--- src/rtl/apb_pkg.sv ---
// Shared types and defaults for the APB master bridge: FSM state encoding,
// slave count, decode base page and access timeout.
package apb_pkg;

  typedef enum logic [1:0] {
    ST_IDLE   = 2'd0,
    ST_SETUP  = 2'd1,
    ST_ACCESS = 2'd2,
    ST_DONE   = 2'd3
  } apb_state_e;

  localparam int          NUM_SLV_DEF = 4;
  localparam int          TIMEOUT_DEF = 16;
  localparam logic [19:0] BASE_PAGE   = 20'h10000;

endpackage

--- src/rtl/apb_addr_decoder.sv ---
// Combinational address decoder: slave i owns the 4 KiB page BASE_PAGE + i.
// Produces a one-hot select vector and a hit flag.
module apb_addr_decoder
  import apb_pkg::*;
#(
  parameter int NUM_SLV = NUM_SLV_DEF
) (
  input  logic [31:0]        addr,
  output logic [NUM_SLV-1:0] sel,
  output logic               hit
);

  always_comb begin
    sel = '0;
    for (int i = 0; i < NUM_SLV; i++) begin
      sel[i] = (addr[31:12] == (BASE_PAGE + 20'(i)));
    end
  end

  assign hit = |sel;

endmodule

--- src/rtl/apb_master_bridge.sv ---
// CPU-to-APB master bridge: one transfer at a time through IDLE/SETUP/ACCESS/DONE
// with address decode, PREADY timeout and a one-cycle ready/error completion pulse.
module apb_master_bridge
  import apb_pkg::*;
#(
  parameter int NUM_SLV = NUM_SLV_DEF,
  parameter int TIMEOUT = TIMEOUT_DEF
) (
  input  logic                     PCLK,
  input  logic                     PRESET,
  input  logic                     transfer,
  input  logic [31:0]              addr,
  input  logic                     write,
  input  logic [31:0]              wdata,
  output logic [31:0]              rdata,
  output logic                     ready,
  output logic                     error,
  output logic [31:0]              PADDR,
  output logic                     PWRITE,
  output logic [31:0]              PWDATA,
  output logic                     PENABLE,
  output logic [NUM_SLV-1:0]       PSEL,
  input  logic [NUM_SLV-1:0][31:0] PRDATA,
  input  logic [NUM_SLV-1:0]       PREADY,
  output apb_state_e               dbg_state
);

  localparam int CW = $clog2(TIMEOUT + 1);

  apb_state_e        state;
  logic [CW-1:0]     cnt;
  logic [NUM_SLV-1:0] dec_sel;
  logic              dec_hit;
  logic              sel_ready;
  logic [31:0]       sel_rdata;

  apb_addr_decoder #(.NUM_SLV(NUM_SLV)) u_dec (
    .addr (addr),
    .sel  (dec_sel),
    .hit  (dec_hit)
  );

  // Only the slave we are currently selecting may complete or return data.
  always_comb begin
    sel_ready = |(PREADY & PSEL);
    sel_rdata = '0;
    for (int i = 0; i < NUM_SLV; i++) begin
      if (PSEL[i]) sel_rdata = sel_rdata | PRDATA[i];
    end
  end

  always_ff @(posedge PCLK or posedge PRESET) begin
    if (PRESET) begin
      state   <= ST_IDLE;
      cnt     <= '0;
      PSEL    <= '0;
      PENABLE <= 1'b0;
      PWRITE  <= 1'b0;
      PADDR   <= '0;
      PWDATA  <= '0;
      rdata   <= '0;
      ready   <= 1'b0;
      error   <= 1'b0;
    end else begin
      ready <= 1'b0;
      error <= 1'b0;
      case (state)
        ST_IDLE: begin
          rdata <= '0;
          if (transfer) begin
            PADDR  <= addr;
            PWRITE <= write;
            PWDATA <= wdata;
            if (dec_hit) begin
              PSEL  <= dec_sel;
              state <= ST_SETUP;
            end else begin
              ready <= 1'b1;
              error <= 1'b1;
              state <= ST_DONE;
            end
          end
        end
        ST_SETUP: begin
          PENABLE <= 1'b1;
          cnt     <= '0;
          state   <= ST_ACCESS;
        end
        ST_ACCESS: begin
          if (sel_ready) begin
            rdata   <= PWRITE ? 32'h0 : sel_rdata;
            ready   <= 1'b1;
            PSEL    <= '0;
            PENABLE <= 1'b0;
            cnt     <= '0;
            state   <= ST_DONE;
          end else if (cnt == CW'(TIMEOUT - 1)) begin
            // Slave never answered: abandon the access and report an error.
            rdata   <= '0;
            ready   <= 1'b1;
            error   <= 1'b1;
            PSEL    <= '0;
            PENABLE <= 1'b0;
            cnt     <= '0;
            state   <= ST_DONE;
          end else begin
            cnt <= cnt + 1'b1;
          end
        end
        ST_DONE: begin
          rdata <= '0;
          state <= ST_IDLE;
        end
        default: state <= ST_IDLE;
      endcase
    end
  end

  assign dbg_state = state;

endmodule

--- config.mk ---
export PLATFORM = sky130hd
export DESIGN_NAME = apb_master_bridge
export DESIGN_NICKNAME = d
export VERILOG_FILES = /design/src/rtl/apb_pkg.sv /design/src/rtl/apb_addr_decoder.sv /design/src/rtl/apb_master_bridge.sv
export SDC_FILE = /design/constraint.sdc
export NUM_CORES = 1
export LEC_CHECK = 0
export CAP_MARGIN = 20
export CELL_PAD_IN_SITES_DETAIL_PLACEMENT = 0
export CELL_PAD_IN_SITES_GLOBAL_PLACEMENT = 1
export CORE_ASPECT_RATIO = 1.75
export CORE_MARGIN = 5
export CORE_UTILIZATION = 25
export CTS_CLUSTER_SIZE = 24
export DETAILED_ROUTE_END_ITERATION = 7
export PLACE_DENSITY = 0.77
export SYNTH_ARGS = -nofsm -noshare
export SYNTH_HDL_FRONTEND = slang
export SYNTH_SLANG_ARGS = --single-unit
export TNS_END_PERCENT = 1
--- constraint.sdc ---
create_clock -name PCLK -period 3.6 [get_ports PCLK]
set_clock_uncertainty 0.1 [all_clocks]
set_input_delay 0.72 -clock PCLK [delete_from_list [all_inputs] [get_ports PCLK]]
set_output_delay 0.72 -clock PCLK [all_outputs]
set_load 0.02 [all_outputs]
; ---- Yosys cells after proc, flatten, opt, wreduce, memory -nomap -nowiden
; Index checks and enable logic that the tools add are counted.
[word_totals]
ff_bits = 111
out_inout_bits = 106
[op_classes]
addsub = 1
eq_ne = 11
muxes = 31
n_bitwise = 4
reduce_logical = 12
[ops]
columns = operator, count
row1 = two-way mux 32 bit, 7
row2 = bitwise OR 32 bit, 3
row3 = equality test 20 x 17 -> 1 bit (second input constant), 4
row4 = one-hot mux 32 bit (2 select lines), 1
row5 = two-way mux 4 bit, 4
row6 = two-way mux 5 bit, 2
row7 = one-hot mux 5 bit (2 select lines), 1
row8 = two-way mux 2 bit, 4
row9 = one-hot mux 2 bit (4 select lines), 1
row10 = one-hot mux 4 bit (2 select lines), 1
row11 = AND reduction 2 bit, 4
row12 = OR reduction 4 bit, 2
row13 = two-way mux 1 bit, 7
row14 = one-hot mux 1 bit (2 select lines), 3
row15 = nonzero test 2 bit, 3
row16 = adder 5 x 1 -> 5 bit (second input constant), 1
row17 = equality test 5 x 4 -> 1 bit (second input constant), 1
row18 = bitwise AND 4 bit, 1
row19 = equality test 2 bit (second input constant), 2
row20 = inequality test 2 bit (second input constant), 2
row21 = AND reduction 4 bit, 1
row22 = inequality test 3 bit (second input constant), 1
row23 = equality test 2 x 1 -> 1 bit (second input constant), 1
row24 = logical NOT 2 bit, 1
row25 = OR reduction 2 bit, 1

; ---- Depth between registers and ports, before layout
; Gate-level depths: netlist of the first run.
[logic_depth]
depth_word = 10
mapped_depth = 7
depth_no_buf = 6

; ---- Modules after synthesis
; A second synthesis of the first run with hierarchy kept.
[unflattened]
hier_cells = 382
area_unflattened_um2 = 5016.1
[by_module_without_submodules]
columns = module, instances, cells_each, area_each_um2
row1 = apb_master_bridge, 1, 369, 4934.7
row2 = apb_addr_decoder, 1, 13, 81.3

; ---- Worst setup path before layout of the first run
; No wires, ideal clock.
[synth_path]
path_kind = register to register
start = reg state[0] (netlist: dbg_state[0])
end = reg rdata[13]
setup_ns = 0.096
arrival_time_ns = 1.940
t_required_ns = 3.404
slack_ns = 1.464
stages_incl_launch_ff = 8
synth_period_minus_slack_ns = 2.136
cell_sequence = dfrtp_1 inv_1 ha_1 inv_1 o41ai_4 buf_6 nand2_1 o31ai_1
[synth_via]
elab_chain_len = 4
elab_cells_between_ends = 8
[synth_lines]
columns = item, line_no
row1 = from (decl), apb_master_bridge.sv:30  ; apb_state_e state;
row2 = from (signal assigned), apb_master_bridge.sv:54  ; state <= ST_IDLE;
row3 = from (signal assigned), apb_master_bridge.sv:76  ; state <= ST_SETUP;
row4 = from (signal assigned), apb_master_bridge.sv:80  ; state <= ST_DONE;
row5 = equality test 2 bit / logical NOT 2 bit (equally long branches), apb_master_bridge.sv:67  ; case (state)
row6 = OR reduction 2 bit (no line), --
row7 = nonzero test 2 bit (no line), --
row8 = AND reduction 2 bit (no line), --
row9 = to (signal assigned), apb_master_bridge.sv:91  ; rdata <= PWRITE ? 32'h0 : sel_rdata;
row10 = to (decl), apb_master_bridge.sv:15  ; output logic [31:0] rdata,
; Parallel ways exist; a longest one is shown, timed or not.
; A chain may end at the register's enable or synchronous reset.

; ---- Worst setup path in the final report of the first run
[layout_path]
start = reg PSEL[1]
end = out PSEL[1]
[layout_lines]
columns = item, line_no
row1 = from (decl), apb_master_bridge.sv:22  ; output logic [NUM_SLV-1:0] PSEL,
row2 = from (signal assigned), apb_master_bridge.sv:75  ; PSEL <= dec_sel;
; No word-level cell between the ends.

==> run summary, run 1 <==
After synthesis, the netlist uses 38 different library cells. Clock latency on the worst-skew pair, taken at its later pin, is 0.34 ns. Data on the critical path is required at its endpoint by 2.78 ns. The number of buffers and inverters on the critical path was 1. The first detailed-routing pass ran for 4 iterations. The family of cells with the greatest summed delay on the critical path is buffers and inverters. Input and output buffers added on the ports amount to 305. The critical setup path kind is register to output pin. Maximum frequency from static timing analysis: 0.391 GHz. The master cell of the clock root buffer is clkbuf_16.

The run gives 1.04 ns as the worst setup slack after layout. Setup violations remaining at the end of the flow were counted as 0. The flop and latch count out of synthesis came out at 111. The tools report the count of H-tree levels built during CTS as 3. Gates resized during post-CTS repair numbered 0.

The run finished with clean final reports. Across the run, the number of max-cap violations was 0. The final sum of negative setup slack came out at 0 ns. The per-cell routed wire length was 19.0 microns; the layout-stage area growth over the synthesis result was 69.2%. Subtracting the final worst setup slack from the clock period gives 2.56 ns. In the detailed route, the total length drawn on met2 is 9600 microns. The worst register-to-register path ends at rdata[14]. The slowest library cell on the worst path was clkdlybuf4s50_1.

The run gives 0 as the number of buffers inserted for hold repair after clock tree synthesis. For this design the static power due to leakage is 3.42 nW. The number of antenna violations at the first check in global routing was 0. The peak ir drop on the vdd network was 0.000386 V. The power density of the placed cells was 630 nW/um^2. Traced cell by cell, the critical path runs through clkdlybuf4s50_1. The hold violation count in the final report was 0. The clock net sink count is 111, and the synthesized instance count is 416. Summed over all nets, wire length on met3 after detailed routing comes to 1910 microns.

The tools report the global-route total usage across every layer as 0.151. The end of the worst hold path was rdata[18]. The floorplan step set the die width to 118 microns.

Counting the buffers created by CTS gives 9. The worst flop-to-flop path startpoint is dbg_state[0]. The average instance in the mapped netlist occupies 12.3 sq um.

The number of setup buffers added after CTS is 0. The fraction of layout cells with a size suffix above 1 is 0.130. Summed over all instances, the cell type with the most area after synthesis is dfrtp_1.

0 antenna diodes ended up in the layout. The number of nets handed over by synthesis was 620. Counting instances, the worst hold path has a depth of 2. Prior to clock tree synthesis, the placed netlist has a worst setup slack of 0.685 ns. The relative slew slack was 0.550.

The run gives 0.541 as the sequential area share after synthesis. The portion of the clock cycle consumed by the worst path in the final layout is 0.711. The number of global-route vias before repair is 4,917. For the effective utilization at floorplan, the log shows 0.253.

The total congestion overflow was 0; the delay of the slowest cell on the worst path was 0.78 ns. Entering global routing, the biggest net connects 65 pins. The maximum buffer depth of the clock tree came out at 2.

Sorting the synthesized cells by area gives the leading types as dfrtp_1 (54%), mux2_2 (14%), a22o_1 (5.6%). The worst hold path belongs to the class register to register. The first global-routing pass estimated 28,000 microns of wire. The total via count in the routed design came out at 4,629. The region available for standard cell placement spans 20,300 sq um. The sum of internal, switching and leakage power was 5.48 mW; the remaining number of nets flagged by the antenna check after routing was 0.

Yosys mapped a number of flops with a built-in enable equal to 0. The detailed-placement wirelength estimate is 14,400 microns. The number of DRC violations after detailed routing is 0. In the final routing, the length of wire on met1 measures 6700 microns. Along the worst path, the maximum fanout reaches 11.

The top cell type's share of synthesized area was 0.541; the site row count was 69. In this run the top signal layer used is met4. Setup repair after global routing left no endpoint under its margin. TritonCTS built the clock tree.

Slack of the worst reg-to-reg path: 1.24 ns. At the end of the flow, the number of nets in the layout was 912. For the detailed-route wire length, the log shows 18,300 microns. Startpoint of the tightest hold check path: rdata[18]. Pin placement for this block handled 306 I/O pins. Counting cells, the worst reg-to-reg path comes to 7.

For the pin with the worst max-slew slack, the measured transition is 0.673 ns. The share of synthesized registers carrying an async set or reset came out at 1.00. The most used flip-flop cell after synthesis is dfrtp_1.

STA puts the critical path data arrival time at 1.74 ns. STA classifies the critical path endpoint as an output pin. The post-synthesis instance area was 5140 sq um; the count of final max-slew check failures was 0. STA classifies the critical path startpoint as a register.

Detailed router's first-iteration violation count: 178. At the end of routability-driven placement, the weighted congestion stood at 0.768. After clock tree synthesis, the clock-pin slew on the worst setup and hold paths is 0.07 ns. From bottom edge to top edge, the die measures 200 microns.

The Yosys step of the flow raised 0 warnings. For the full die area, the log shows 23,600 sq um. Average via count per standard cell: 4.82.
[synthesized netlist by cell type (2+ instances only)]
master	instances
a21boi_0	2
a221oi_1	32
a22o_1	33
a22oi_1	2
buf_1	6
buf_2	5
buf_6	7
clkbuf_1	16
dfrtp_1	111
ha_1	4
inv_1	11
mux2_2	64
nand2_1	44
nand2b_1	3
nand3_1	4
nand4_1	2
nor2_1	4
nor4_1	6
o21ai_0	4
o221ai_1	4
o22ai_1	3
o31ai_1	33
[registers in the layout, indices dropped and copies added (netlist names)]
register and cells:
rdata 32, PWDATA 32, PENABLE 1, cnt 5
ready 1, dbg_state 2, PWRITE 1, error 1
PADDR 32, PSEL 4
[placed cells by master (no fill, tap or decap), drive strengths merged, types with 6 or more instances in the layout]
cell type | Yosys | final
clkdlybuf4s50 | 0 | 305
a221oi | 32 | 32
mux2 | 64 | 64
o31ai | 33 | 33
dfrtp | 111 | 111
nor4 | 6 | 6
a22o | 35 | 35
buf | 18 | 10
clkbuf | 16 | 13
nand2 | 44 | 44
inv | 11 | 10
[worst register-to-register path, cell delays in order (launching register included)]
cell and delay, ns:
dfrtp_1 0.40, inv_1 0.10, ha_1 0.31, inv_1 0.21
o41ai_4 0.37, buf_4 0.55, nand2_1 0.13, o31ai_1 0.09
[per-layer routing]
metal | track usage | vias to the layer above
li1 | - | 2182
met1 | 0.159 | 2211
met2 | 0.274 | 231
met3 | 0.0654 | 5
met4 | 0.0370 | 0
met5 | 0 | -
[area by class of cell]
| class | instances | area (sq um) |
|---|---|---|
| clock inverter | 3 | 20.0 |
| inverter | 11 | 45.0 |
| sequential | 111 | 2780 |
| timing repair buffer | 315 | 3170 |
| fill | 1970 | 11600 |
| multi-input combinational | 260 | 2130 |
| clock buffer | 13 | 240 |
| tap | 248 | 310 |
[cells by family after synthesis]
| logic type | count (synthesis) | synth area share |
|---|---|---|
| flops | 111 | 0.541 |
| fa+ha+maj | 4 | 0.00974 |
| compound gates | 122 | 0.201 |
| mux | 65 | 0.142 |
| simple gates | 69 | 0.0616 |
| buf+inv | 45 | 0.0443 |
[report_power, final]
| group | internal (mW) | total (mW) | switching, mW |
|---|---|---|---|
| logic | 1.37 | 2.70 | 1.34 |
| registers | 1.66 | 1.87 | 0.211 |
| clock network | 0.470 | 0.907 | 0.437 |
[stage by stage]
stage	cell area [sq um]	utilization	std cells	hold WS, ns
2_1_floorplan	5140	-	416	0.378
3_3_place_gp	8430	0.416	945	0.357
3_5_place_dp	8430	0.416	945	0.365
4_1_cts	8690	0.428	961	0.381
5_1_grt	8690	0.428	961	0.400
6_report	8690	0.428	961	0.373
[worst max path at each step]
stage	start	endpoint	depth (start not counted)
final	PSEL[1]	PSEL[1]	1
after global routing	PSEL[1]	PSEL[1]	1
after CTS	PSEL[1]	PSEL[1]	1
after detailed placement	addr[26]	dbg_state[1]	5
after global placement	addr[26]	dbg_state[1]	5
after floorplan	PRESET	PADDR[0]	1
(Power assumes the default switching activity.)
==> inputs of run 2 (changes only) <==
--- a/config.mk
+++ b/config.mk
@@ -10,10 +10,10 @@
 export CELL_PAD_IN_SITES_GLOBAL_PLACEMENT = 1
 export CORE_ASPECT_RATIO = 1.75
 export CORE_MARGIN = 5
-export CORE_UTILIZATION = 25
+export CORE_UTILIZATION = 28
 export CTS_CLUSTER_SIZE = 24
 export DETAILED_ROUTE_END_ITERATION = 7
-export PLACE_DENSITY = 0.77
+export PLACE_DENSITY = 0.82
 export SYNTH_ARGS = -nofsm -noshare
 export SYNTH_HDL_FRONTEND = slang
 export SYNTH_SLANG_ARGS = --single-unit
==> constraint.sdc (replaced) <==
create_clock -name PCLK -period 2.4 [get_ports PCLK]
set_clock_uncertainty 0.1 [all_clocks]
set_input_delay 0.48 -clock PCLK [delete_from_list [all_inputs] [get_ports PCLK]]
set_output_delay 0.48 -clock PCLK [all_outputs]
set_load 0.02 [all_outputs]
==> run 2 against run 1 <==
Critical path type unchanged. Final area is 0.69% higher. Count of clock-buffer cells in the layout is 2 lower. Register-to-register slack worse by 0.95 ns. Critical endpoint is now PSEL[0]. Highest routed layer unchanged.
==> run summary, run 2 (synthesized netlist as in run 1, its figures left out) <==
Family of cells with the greatest summed delay on the critical path: buffers and inverters (unchanged). For the number of global-route vias before repair, the log shows 5,276 (was 4,917). The master cell of the clock root buffer was clkbuf_16 (unchanged).

The run gives 18,600 microns (was 18,300 microns) as the detailed-route wire length. The delay of the slowest cell on the worst path was 0.66 ns (was 0.78 ns). Type of destination of the critical path: an output pin (unchanged). Commonest cells after routing, fill and taps aside: clkdlybuf4s50_1 (305), dfrtp_1 (111), mux2_2 (64) (unchanged). For the slack of the worst reg-to-reg path, the log shows 0.29 ns (was 1.24 ns). The actual transition at the worst max-transition pin is 0.543 ns (was 0.673 ns), and the area occupied by multi-input gates is 2130 sq um (unchanged). The run gives 0 (unchanged) as the remaining number of nets flagged by the antenna check after routing. Critical setup path kind: register to output pin (unchanged).

The tools report the final instance count without filler cells as 952 (was 961). For the effective utilization at floorplan, the log shows 0.285 (was 0.253). The insertion delay to the later sink of the worst-skew pair was 0.34 ns (about the same); the site row count was 65 (was 69).

The largest net degree at the start of global routing came out at 65 (unchanged). The tools report the standard cell area after detailed placement as 8470 sq um (was 8430 sq um). The run gives 0.322 (was 0.274) as the met2 usage. The area of all sequential standard cells came out at 2780 sq um (unchanged). Routing layer with the top usage in global route: met2 (unchanged). The first-pass GRT wire length was 29,000 microns (was 28,000 microns). The average via count per standard cell was 4.98 (was 4.82); the portion of the clock cycle consumed by the worst path in the final layout was 0.913.

The number of port buffers came out at 305 (unchanged). Ordered cell list for the critical path: buf_4, clkdlybuf4s50_1 (was clkdlybuf4s50_1). The post-CTS setup-driven buffer insertion count is 0 (unchanged), and the maximum buffer depth of the clock tree is 2 (unchanged).

The count of final max-slew check failures is 0 (unchanged). The tools report the peak ir drop on the vdd network as 0.000679 V (was 0.000386 V). For the signal arrival time at the worst endpoint, the log shows 1.61 ns (was 1.74 ns). Startpoint kind of the worst setup timing path: a register (unchanged). The run gives 0 (unchanged) as the number of resized instances in the post-cts repair step.

The post-placement cell count was 937 (was 945). For the core area, the log shows 18,100 sq um (was 20,300 sq um). The most common cell after layout, fill and taps aside is clkdlybuf4s50_1 (unchanged). The highest net fanout along the worst path is 19 (was 11), and the number of buffers and inverters on the critical path is 2 (was 1). The total congestion overflow was 0 (unchanged); the I/O pin total was 306 (unchanged).

The final standard cell utilization of the core is 0.485 (was 0.428), and the setup violation total in the final timing report is 0 (unchanged). The run gives 0.638 (was 0.550) as the relative slew slack. The classification of the worst-slack hold path is primary input to async pin (was register to register). The flow ran to the end, and the final reports show no timing, DRC or antenna violations. The layout-stage area growth over the synthesis result was 70.4% (was 69.2%). The logs give 8.43 mW (was 5.48 mW) for the sum of internal, switching and leakage power and 0.456 GHz for the maximum frequency from static timing analysis.

The slowest library cell on the worst path was clkdlybuf4s50_1 (unchanged). Largest registers ranked by flip-flop count: PADDR (32), PWDATA (32), rdata (32) (unchanged). For the worst hold slack across all endpoints, the log shows 0.375 ns (was 0.373 ns).

The number of buffers added by the clock tree synthesis step was 9 (unchanged). Total via count in the routed design: 4,738 (was 4,629). The full die area is 21,300 sq um (was 23,600 sq um).

The logs give 918 (was 912) for the number of nets in the layout and 0 (unchanged) for the number of antenna violations at the first check in global routing. Subtracting the final worst setup slack from the clock period gives 2.19 ns. The run gives 0 (unchanged) as the hold violation count in the final report.

The power density of the placed cells was 964 nW/um^2 (was 630 nW/um^2). The logs give 0.0640 (was 0.0654) for the global-route track usage on met3 and 1,607 (was 1,970) for the filler cell count in the final layout. The run gives 5 (was 4) as the iteration count of the initial detailed-routing pass. The logs give 0.957 (was 0.768) for the final weighted congestion of routability-driven global placement and 0 (unchanged) for the max-capacitance violation count. Setup repair after global routing left no endpoint under its margin. The per-cell routed wire length was 19.5 microns (was 19.0 microns); the antenna diode count was 0 (unchanged).

The fraction of layout cells with a size suffix above 1 came out at 0.139 (was 0.130). TritonCTS built the clock tree. The finished layout cell area was 8750 sq um (was 8690 sq um).

The count of H-tree levels built during CTS was 3 (unchanged); the detailed router's first-iteration violation count was 145 (was 178). Data required time at the worst endpoint: 1.82 ns (was 2.78 ns). The run gives 0 (unchanged) as the number of DRC violations after detailed routing. The clock net sink count is 111 (unchanged), and the detailed-placement wirelength estimate is 14,900 microns (was 14,400 microns).

The met1 track demand over resource is 0.171 (was 0.159), and the width of the chip is 112 microns (was 118 microns). The total leakage power was 3.47 nW (was 3.42 nW); the die height was 189 microns (was 200 microns). The clock slew at the register clock pins of the worst setup and hold paths is 0.07 ns (about the same), and the global-route total usage across every layer is 0.171 (was 0.151). The run gives 0 (unchanged) as the number of buffers inserted for hold repair after clock tree synthesis.
-- run 2: cell count changes in the layout (fill, tap and decap cells not counted) --
| cell | previous run | this run |
|---|---|---|
| clkinvlp_4 | 3 | 2 |
| buf_12 | 3 | 4 |
| buf_4 | 7 | 12 |
| bufinv_16 | 0 | 1 |
| clkinv_2 | 1 | 2 |
| clkbuf_1 | 4 | 2 |
-- run 2: area by class of cell --
class | count | share of cell area
clock buffers | 11 | 0.0266
multi-input cells | 260 | 0.244
flip-flops and latches | 111 | 0.317
inverters | 11 | 0.00515
clock inverters | 4 | 0.00543
repair buffers | 321 | 0.368
well taps | 234 | 0.0334
-- run 2: worst paths after layout --
kind,startpoint,endpoint,cells past startpoint
min,PRESET,PWDATA[18],2
min reg2reg,rdata[31],rdata[31],2
max in group asynchronous,PRESET,PWDATA[4],3
max,PSEL[0],PSEL[0],2
max reg2reg,dbg_state[0],rdata[19],7
min in group PCLK,rdata[31],rdata[31],2
-- run 2: stage by stage --
stage                     TNS, ns  setup WS [ns]
final                           0          0.209
after global routing            0          0.126
after global placement    -0.0515        -0.0515
after detailed placement  -0.0793        -0.0793
after CTS                       0          0.175
after floorplan                 0          0.264
-- run 2: routing by layer --
metal	routed length, microns	up-vias
met1	6400	2280
met5	0	-
met3	1790	23
met4	371	0
li1	-	2189
met2	10000	246
-- run 2: power breakdown --
group / switching (mW) / internal, mW
clock: 0.662 / 0.802
combinational: 2.02 / 2.12
sequential: 0.346 / 2.49
total: 3.02 / 5.41
